$ cat src/rtl/wb_stage_if.sv
// Write-back stage bus: instruction fields from the memory stage in,
// registered register-file write port and retire count out.
interface wb_stage_if #(
  parameter int DATA_W  = 32,
  parameter int RADDR_W = 5,
  parameter int CNT_W   = 32
);
  localparam int AW = $clog2(DATA_W / 8);

  logic               valid_in;
  logic               stall;
  logic               flush;
  logic [DATA_W-1:0]  o;
  logic [DATA_W-1:0]  d;
  logic [RADDR_W-1:0] rt;
  logic [RADDR_W-1:0] rd;
  logic               rdst;
  logic               rwd;
  logic               rwe;
  logic               link;
  logic [1:0]         ld_size;
  logic               ld_unsigned;
  logic [AW-1:0]      addr_lo;

  logic               rf_we;
  logic [RADDR_W-1:0] rf_waddr;
  logic [DATA_W-1:0]  rf_wdata;
  logic               misalign;
  logic [CNT_W-1:0]   retired;

  modport master (
    output valid_in, stall, flush, o, d, rt, rd, rdst, rwd, rwe, link,
           ld_size, ld_unsigned, addr_lo,
    input  rf_we, rf_waddr, rf_wdata, misalign, retired
  );

  modport slave (
    input  valid_in, stall, flush, o, d, rt, rd, rdst, rwd, rwe, link,
           ld_size, ld_unsigned, addr_lo,
    output rf_we, rf_waddr, rf_wdata, misalign, retired
  );
endinterface

$ cat src/rtl/wb_stage.sv
// Write-back stage: big-endian load alignment/extension, destination select,
// misaligned-load trap flag and a wrapping retired-instruction counter.
module wb_stage #(
  parameter int DATA_W   = 32,
  parameter int RADDR_W  = 5,
  parameter int LINK_REG = 31,
  parameter int CNT_W    = 32
) (
  input  logic       clk,
  input  logic       rst_n,
  wb_stage_if.slave  bus
);
  localparam logic [RADDR_W-1:0] LINK_A = RADDR_W'(LINK_REG);

  // Extract byte/half/word from the top of a 32-bit window and extend it.
  function automatic logic [DATA_W-1:0] f_extend(
    input logic [31:0] v,
    input logic [1:0]  sz,
    input logic        uns
  );
    logic [63:0] t;
    case (sz)
      2'b10:   t = {{56{~uns & v[31]}}, v[31:24]};
      2'b01:   t = {{48{~uns & v[31]}}, v[31:16]};
      default: t = {{32{~uns & v[31]}}, v};
    endcase
    return t[DATA_W-1:0];
  endfunction

  logic [DATA_W-1:0]  w_sh;
  logic [DATA_W-1:0]  w_ext;
  logic [DATA_W-1:0]  w_wdata;
  logic [RADDR_W-1:0] w_waddr;
  logic               w_mis_cond;
  logic               w_bad;
  logic               w_live;
  logic               w_accept;
  logic               w_we;
  logic               w_mis;

  // Shifting by the byte offset puts the addressed lane at the MSB end.
  assign w_sh  = bus.d << {bus.addr_lo, 3'b000};
  assign w_ext = f_extend(w_sh[DATA_W-1 -: 32], bus.ld_size, bus.ld_unsigned);

  always_comb begin
    w_mis_cond = 1'b0;
    case (bus.ld_size)
      2'b00:   w_mis_cond = (bus.addr_lo[1:0] != 2'b00);
      2'b01:   w_mis_cond = bus.addr_lo[0];
      2'b10:   w_mis_cond = 1'b0;
      default: w_mis_cond = 1'b1;
    endcase
  end

  assign w_waddr  = bus.link ? LINK_A : (bus.rdst ? bus.rd : bus.rt);
  assign w_wdata  = (bus.link | ~bus.rwd) ? bus.o : w_ext;
  // A link instruction writes o regardless of rwd, so it is never a load.
  assign w_bad    = bus.rwd & ~bus.link & w_mis_cond;
  assign w_live   = bus.valid_in & ~bus.flush;
  assign w_accept = w_live & ~bus.stall;
  assign w_we     = w_live & bus.rwe & ~w_bad & (w_waddr != '0);
  assign w_mis    = w_live & w_bad;

  logic               r_we_p1;
  logic [RADDR_W-1:0] r_waddr_p1;
  logic [DATA_W-1:0]  r_wdata_p1;
  logic               r_mis_p1;
  logic [CNT_W-1:0]   r_retired;

  // ---- p0 -> p1 register boundary ----
  always_ff @(posedge clk or negedge rst_n) begin
    if (!rst_n) begin
      r_we_p1    <= 1'b0;
      r_waddr_p1 <= '0;
      r_wdata_p1 <= '0;
      r_mis_p1   <= 1'b0;
      r_retired  <= '0;
    end else if (bus.stall) begin
      r_mis_p1   <= 1'b0;
    end else begin
      r_we_p1    <= w_we;
      r_waddr_p1 <= w_waddr;
      r_wdata_p1 <= w_wdata;
      r_mis_p1   <= w_mis;
      if (w_accept) r_retired <= r_retired + CNT_W'(1);
    end
  end

  assign bus.rf_we    = r_we_p1;
  assign bus.rf_waddr = r_waddr_p1;
  assign bus.rf_wdata = r_wdata_p1;
  assign bus.misalign = r_mis_p1;
  assign bus.retired  = r_retired;
endmodule

$ cat src/flat_wrapper.sv
// flat-port wrapper written by rule: the top's interface ports become plain ports
module wb_stage_flat 
#(
  parameter int DATA_W   = 32,
  parameter int RADDR_W  = 5,
  parameter int LINK_REG = 31,
  parameter int CNT_W    = 32
)
  (clk, rst_n, bus_valid_in, bus_stall, bus_flush, bus_o, bus_d, bus_rt, bus_rd, bus_rdst, bus_rwd, bus_rwe, bus_link, bus_ld_size, bus_ld_unsigned, bus_addr_lo, bus_rf_we, bus_rf_waddr, bus_rf_wdata, bus_misalign, bus_retired);
  wb_stage_if #(.DATA_W(DATA_W), .RADDR_W(RADDR_W), .CNT_W(CNT_W)) bus_i ();
  input  logic clk;
  input  logic rst_n;
  input wire logic [$bits(bus_i.valid_in)-1:0] bus_valid_in;
  input wire logic [$bits(bus_i.stall)-1:0] bus_stall;
  input wire logic [$bits(bus_i.flush)-1:0] bus_flush;
  input wire logic [$bits(bus_i.o)-1:0] bus_o;
  input wire logic [$bits(bus_i.d)-1:0] bus_d;
  input wire logic [$bits(bus_i.rt)-1:0] bus_rt;
  input wire logic [$bits(bus_i.rd)-1:0] bus_rd;
  input wire logic [$bits(bus_i.rdst)-1:0] bus_rdst;
  input wire logic [$bits(bus_i.rwd)-1:0] bus_rwd;
  input wire logic [$bits(bus_i.rwe)-1:0] bus_rwe;
  input wire logic [$bits(bus_i.link)-1:0] bus_link;
  input wire logic [$bits(bus_i.ld_size)-1:0] bus_ld_size;
  input wire logic [$bits(bus_i.ld_unsigned)-1:0] bus_ld_unsigned;
  input wire logic [$bits(bus_i.addr_lo)-1:0] bus_addr_lo;
  output wire logic [$bits(bus_i.rf_we)-1:0] bus_rf_we;
  output wire logic [$bits(bus_i.rf_waddr)-1:0] bus_rf_waddr;
  output wire logic [$bits(bus_i.rf_wdata)-1:0] bus_rf_wdata;
  output wire logic [$bits(bus_i.misalign)-1:0] bus_misalign;
  output wire logic [$bits(bus_i.retired)-1:0] bus_retired;
  assign bus_i.valid_in = bus_valid_in;
  assign bus_i.stall = bus_stall;
  assign bus_i.flush = bus_flush;
  assign bus_i.o = bus_o;
  assign bus_i.d = bus_d;
  assign bus_i.rt = bus_rt;
  assign bus_i.rd = bus_rd;
  assign bus_i.rdst = bus_rdst;
  assign bus_i.rwd = bus_rwd;
  assign bus_i.rwe = bus_rwe;
  assign bus_i.link = bus_link;
  assign bus_i.ld_size = bus_ld_size;
  assign bus_i.ld_unsigned = bus_ld_unsigned;
  assign bus_i.addr_lo = bus_addr_lo;
  assign bus_rf_we = bus_i.rf_we;
  assign bus_rf_waddr = bus_i.rf_waddr;
  assign bus_rf_wdata = bus_i.rf_wdata;
  assign bus_misalign = bus_i.misalign;
  assign bus_retired = bus_i.retired;
  wb_stage #(.DATA_W(DATA_W), .RADDR_W(RADDR_W), .LINK_REG(LINK_REG), .CNT_W(CNT_W)) u_core (.clk(clk), .rst_n(rst_n), .bus(bus_i));
endmodule
$ cat config.mk
export PLATFORM = sky130hd
export DESIGN_NAME = wb_stage_flat
export DESIGN_NICKNAME = d
export VERILOG_FILES = /design/src/rtl/wb_stage_if.sv /design/src/rtl/wb_stage.sv /design/src/flat_wrapper.sv
export SDC_FILE = /design/constraint.sdc
export NUM_CORES = 1
export LEC_CHECK = 0
export ABC_AREA = 1
export CAP_MARGIN = 10
export CORE_MARGIN = 2
export CORE_UTILIZATION = 25
export DETAILED_ROUTE_END_ITERATION = 10
export SLEW_MARGIN = 20
export SYNTH_ARGS = -nofsm -noshare
export SYNTH_HDL_FRONTEND = slang
export SYNTH_SLANG_ARGS = --single-unit
$ cat constraint.sdc
create_clock -name clk -period 2 [get_ports clk]
set_input_delay 0.3 -clock clk [delete_from_list [all_inputs] [get_ports clk]]
set_output_delay 0.3 -clock clk [all_outputs]
set_load 0.02 [all_outputs]
==> impl_metrics.env <==
export IMPL_final_cell_mix="nand2_1 (389), clkdlybuf4s50_1 (156), nor2_1 (122), dfrtp_1 (71), nand3_1 (63)"
export IMPL_path_buf_inv=3
export IMPL_cts_root_buffer="clkbuf_16"
export IMPL_worstPathCellList="clkdlybuf4s50_1 > inv_4 > buf_4 > nand2_1 > nand2_1 > o21ai_0 > nand2_1 > nand2_1 > nand2_1 > nand2_1 > nand2_1 > nand2_1"
export IMPL_stdcell_area_mm2=0.007421
export IMPL_fin_cells=1271
export IMPL_multi_input_area_mm2=0.002923
export IMPL_synth_top_cell_area_share=0.3521
export IMPL_final_util=0.3776
export IMPL_power_leakage_nw=3.538
export IMPL_ys_warn_count=0
export IMPL_fp_dieH_um=146.1
export IMPL_final_seq_area_mm2=0.001777
export IMPL_p_per_area_mw_per_mm2=647.1
export IMPL_tritoncts="built"
export IMPL_worstSetupStartpointType="input port"
export IMPL_fin_skew_ns=0.01483
export IMPL_drive_above_1_share=0.07463
export IMPL_syn_area_mm2=0.005046
export IMPL_cts_clk_slew_worst_paths_ns=0.07
export IMPL_crit_family="buffers and inverters"
export IMPL_worst_ep_required_time_ns=2.29
export IMPL_slew_headroom=0.5365
export IMPL_die_w_um=146.1
export IMPL_gp_congestion=0.9461
export IMPL_tns_ns=0
export IMPL_cp_arrival_ns=2.15
export IMPL_initial_core_util=0.2567
export IMPL_ys_flop_type="dfrtp_1"
export IMPL_cp_common_cell="nand2_1"
export IMPL_antenna_left=0
export IMPL_wl_mm=18.28
export IMPL_antenna_found_initial=2
export IMPL_drtPass1Iterations=5
export IMPL_avgSynthCellArea_um2=6.146
export IMPL_synth_area_leaders="dfrtp_1 (35%), nand2_1 (29%), nor2_1 (9.1%), nand3_1 (6.2%), inv_1 (3.3%)"
export IMPL_cts_inserted_buffers=9
export IMPL_maxSlewViolCount=0
export IMPL_clk_insertion_delay_late_ns=0.35
export IMPL_dp_hpwl_mm=14.47
export IMPL_drcViolationCount=0
export IMPL_rsz0062_at_grt="false"
export IMPL_overflow=0
export IMPL_ioPinCount=159
export IMPL_synth_distinct_cells=29
export IMPL_drt_vias_per_instance=4.435
export IMPL_cpPeakStageDelay_ns=0.59
export IMPL_cp_slowest_cell="clkdlybuf4s50_1"
export IMPL_cts_sinks=71
export IMPL_synth_edf_count=0
export IMPL_status="complete, no violations"
export IMPL_setup_viol=0
export IMPL_layout_nets=1093
export IMPL_core_area_mm2=0.01965
export IMPL_setup_ws_ns=0.1347
export IMPL_dp_cells=1253
export IMPL_async_flop_share=1.000
export IMPL_max_freq_mhz=536.1
export IMPL_drt_initial_drc_count=385
export IMPL_synth_seq_area_share=0.3521
export IMPL_core_rowCount=51
export IMPL_postCtsSetupBuffers=0
export IMPL_synth_area_leader_cell="dfrtp_1"
export IMPL_globalRouteTotalUtil=0.1738
export IMPL_h_tree_depth=3
export IMPL_hold_ws_ns=0.2760
export IMPL_finalCritPeriodShare=0.9326
export IMPL_placed_area_mm2=0.007119
export IMPL_syn_to_final_growth_pct=47.06
export IMPL_period_minus_slack_ns=1.865
export IMPL_grt_pass1_wl_mm=29.59
export IMPL_final_common_cell="nand2_1"
export IMPL_endpoint_kind="register"
export IMPL_cts_max_path_buffers=2
export IMPL_die_area_mm2=0.02134
export IMPL_grt_pass1_vias=5487
export IMPL_synth_seq_cells=71
export IMPL_hold_viol=0
export IMPL_synth_nets=914
export IMPL_place_ws_ns=-0.2022
export IMPL_cap_viol_max_count=0
export IMPL_num_vias=5637
export IMPL_crit_path_max_fanout=16
export IMPL_power_mw=4.802
export IMPL_portBuffers=158
export IMPL_crit_type="input port to register"
export IMPL_fill_cells=2137
export IMPL_wl_per_cell_um=14.38
export IMPL_min_path_type="input port to register"
export IMPL_peakVddDrop_mv=0.2793
export IMPL_worst_pin_slew_ns=0.6953
export IMPL_synth_cells=821
export IMPL_grt_max_degree=72
worst reg2reg max path, cell delays in order, from the launching register on:
cell	delay, ns
dfrtp_1	0.50
ha_1	0.28
nand3_2	0.13
nor2_2	0.19
nand2_2	0.12
nor3_4	0.21
nand3_1	0.11
nand2_1	0.07
nand2_1	0.04
final timing paths:
path	from	cells past startpoint	slack (ns)	to
worst min-delay path	bus_stall	4	0.28	u_core.bus.rf_waddr[0]$_DFFE_PN0N_
min in group asynchronous	rst_n	2	0.46	u_core.bus.retired[18]$_DFFE_PN0P_
max in group asynchronous	rst_n	3	0.96	u_core.bus.rf_waddr[2]$_DFFE_PN0N_
worst max-delay path	bus_addr_lo[0]	12	0.13	u_core.bus.rf_wdata[4]$_DFFE_PN0N_
worst max register to register	u_core.bus.retired[1]$_DFFE_PN0P_	8	0.24	u_core.bus.retired[18]$_DFFE_PN0P_
worst min register to register	u_core.bus.rf_wdata[26]$_DFFE_PN0N_	2	0.48	u_core.bus.rf_wdata[26]$_DFFE_PN0N_
cell type report:
cell class,instances,share of cell area
antenna,1,0.0003372
clock buffer,9,0.03035
clock inverter,7,0.008599
inverter,49,0.02512
multi-input combinational,668,0.3939
sequential,71,0.2394
tap,265,0.04468
timing repair buffer,201,0.2576
timing repair:
action | 4_1_cts | 5_1_grt
hold buffers | 1 | 0
gates resized for setup | 0 | 0
hold endpoints to repair | 36 | 0
state kept, by name (all words and copies together), names as in the netlist:
signal,flops
u_core.bus.retired,32
u_core.bus.rf_we,1
u_core.bus.rf_waddr,5
u_core.bus.rf_wdata,32
u_core.bus.misalign,1
metal layers:
metal	global-route usage	vias up	part of all wire	wire [um]
met5	0	-	0	0
met4	0.05243	0	0.019	346
met3	0.04000	26	0.062	1131
met2	0.2809	159	0.46	8452
met1	0.2320	2533	0.46	8347
li1	-	2919	-	-
Yosys cell counts, types with 3 or more instances:
cell / n
nand3_4: 3
nand3_1: 63
ha_1: 5
a31oi_1: 3
nor2_1: 122
o211ai_1: 4
inv_1: 44
xnor2_1: 6
nand2_1: 389
xor2_1: 9
clkbuf_1: 18
buf_2: 11
nand3b_1: 7
nand4_1: 6
o21ai_0: 18
dfrtp_1: 71
buf_6: 3
a21oi_1: 19
nor3_1: 4
power breakdown:
group          internal [mW]  leakage (nW)  switching, mW  total [mW]
Clock                  0.866         0.136          0.728        1.59
Combinational          0.662          2.50          0.810        1.47
Sequential              1.58         0.907          0.154        1.74
Total                   3.11          3.54           1.69        4.80
kinds of logic after synthesis:
kind of cell	count (synthesis)	share of synthesized area
AO/OA/AOI/OAI	45	0.04736
buffers and inverters	82	0.06868
flip-flops	71	0.3521
XOR/XNOR	15	0.02604
AND/OR/NAND/NOR	603	0.4934
adder cells (fa/ha/maj)	5	0.01240
Note: power is estimated with default switching activity, not from simulation.
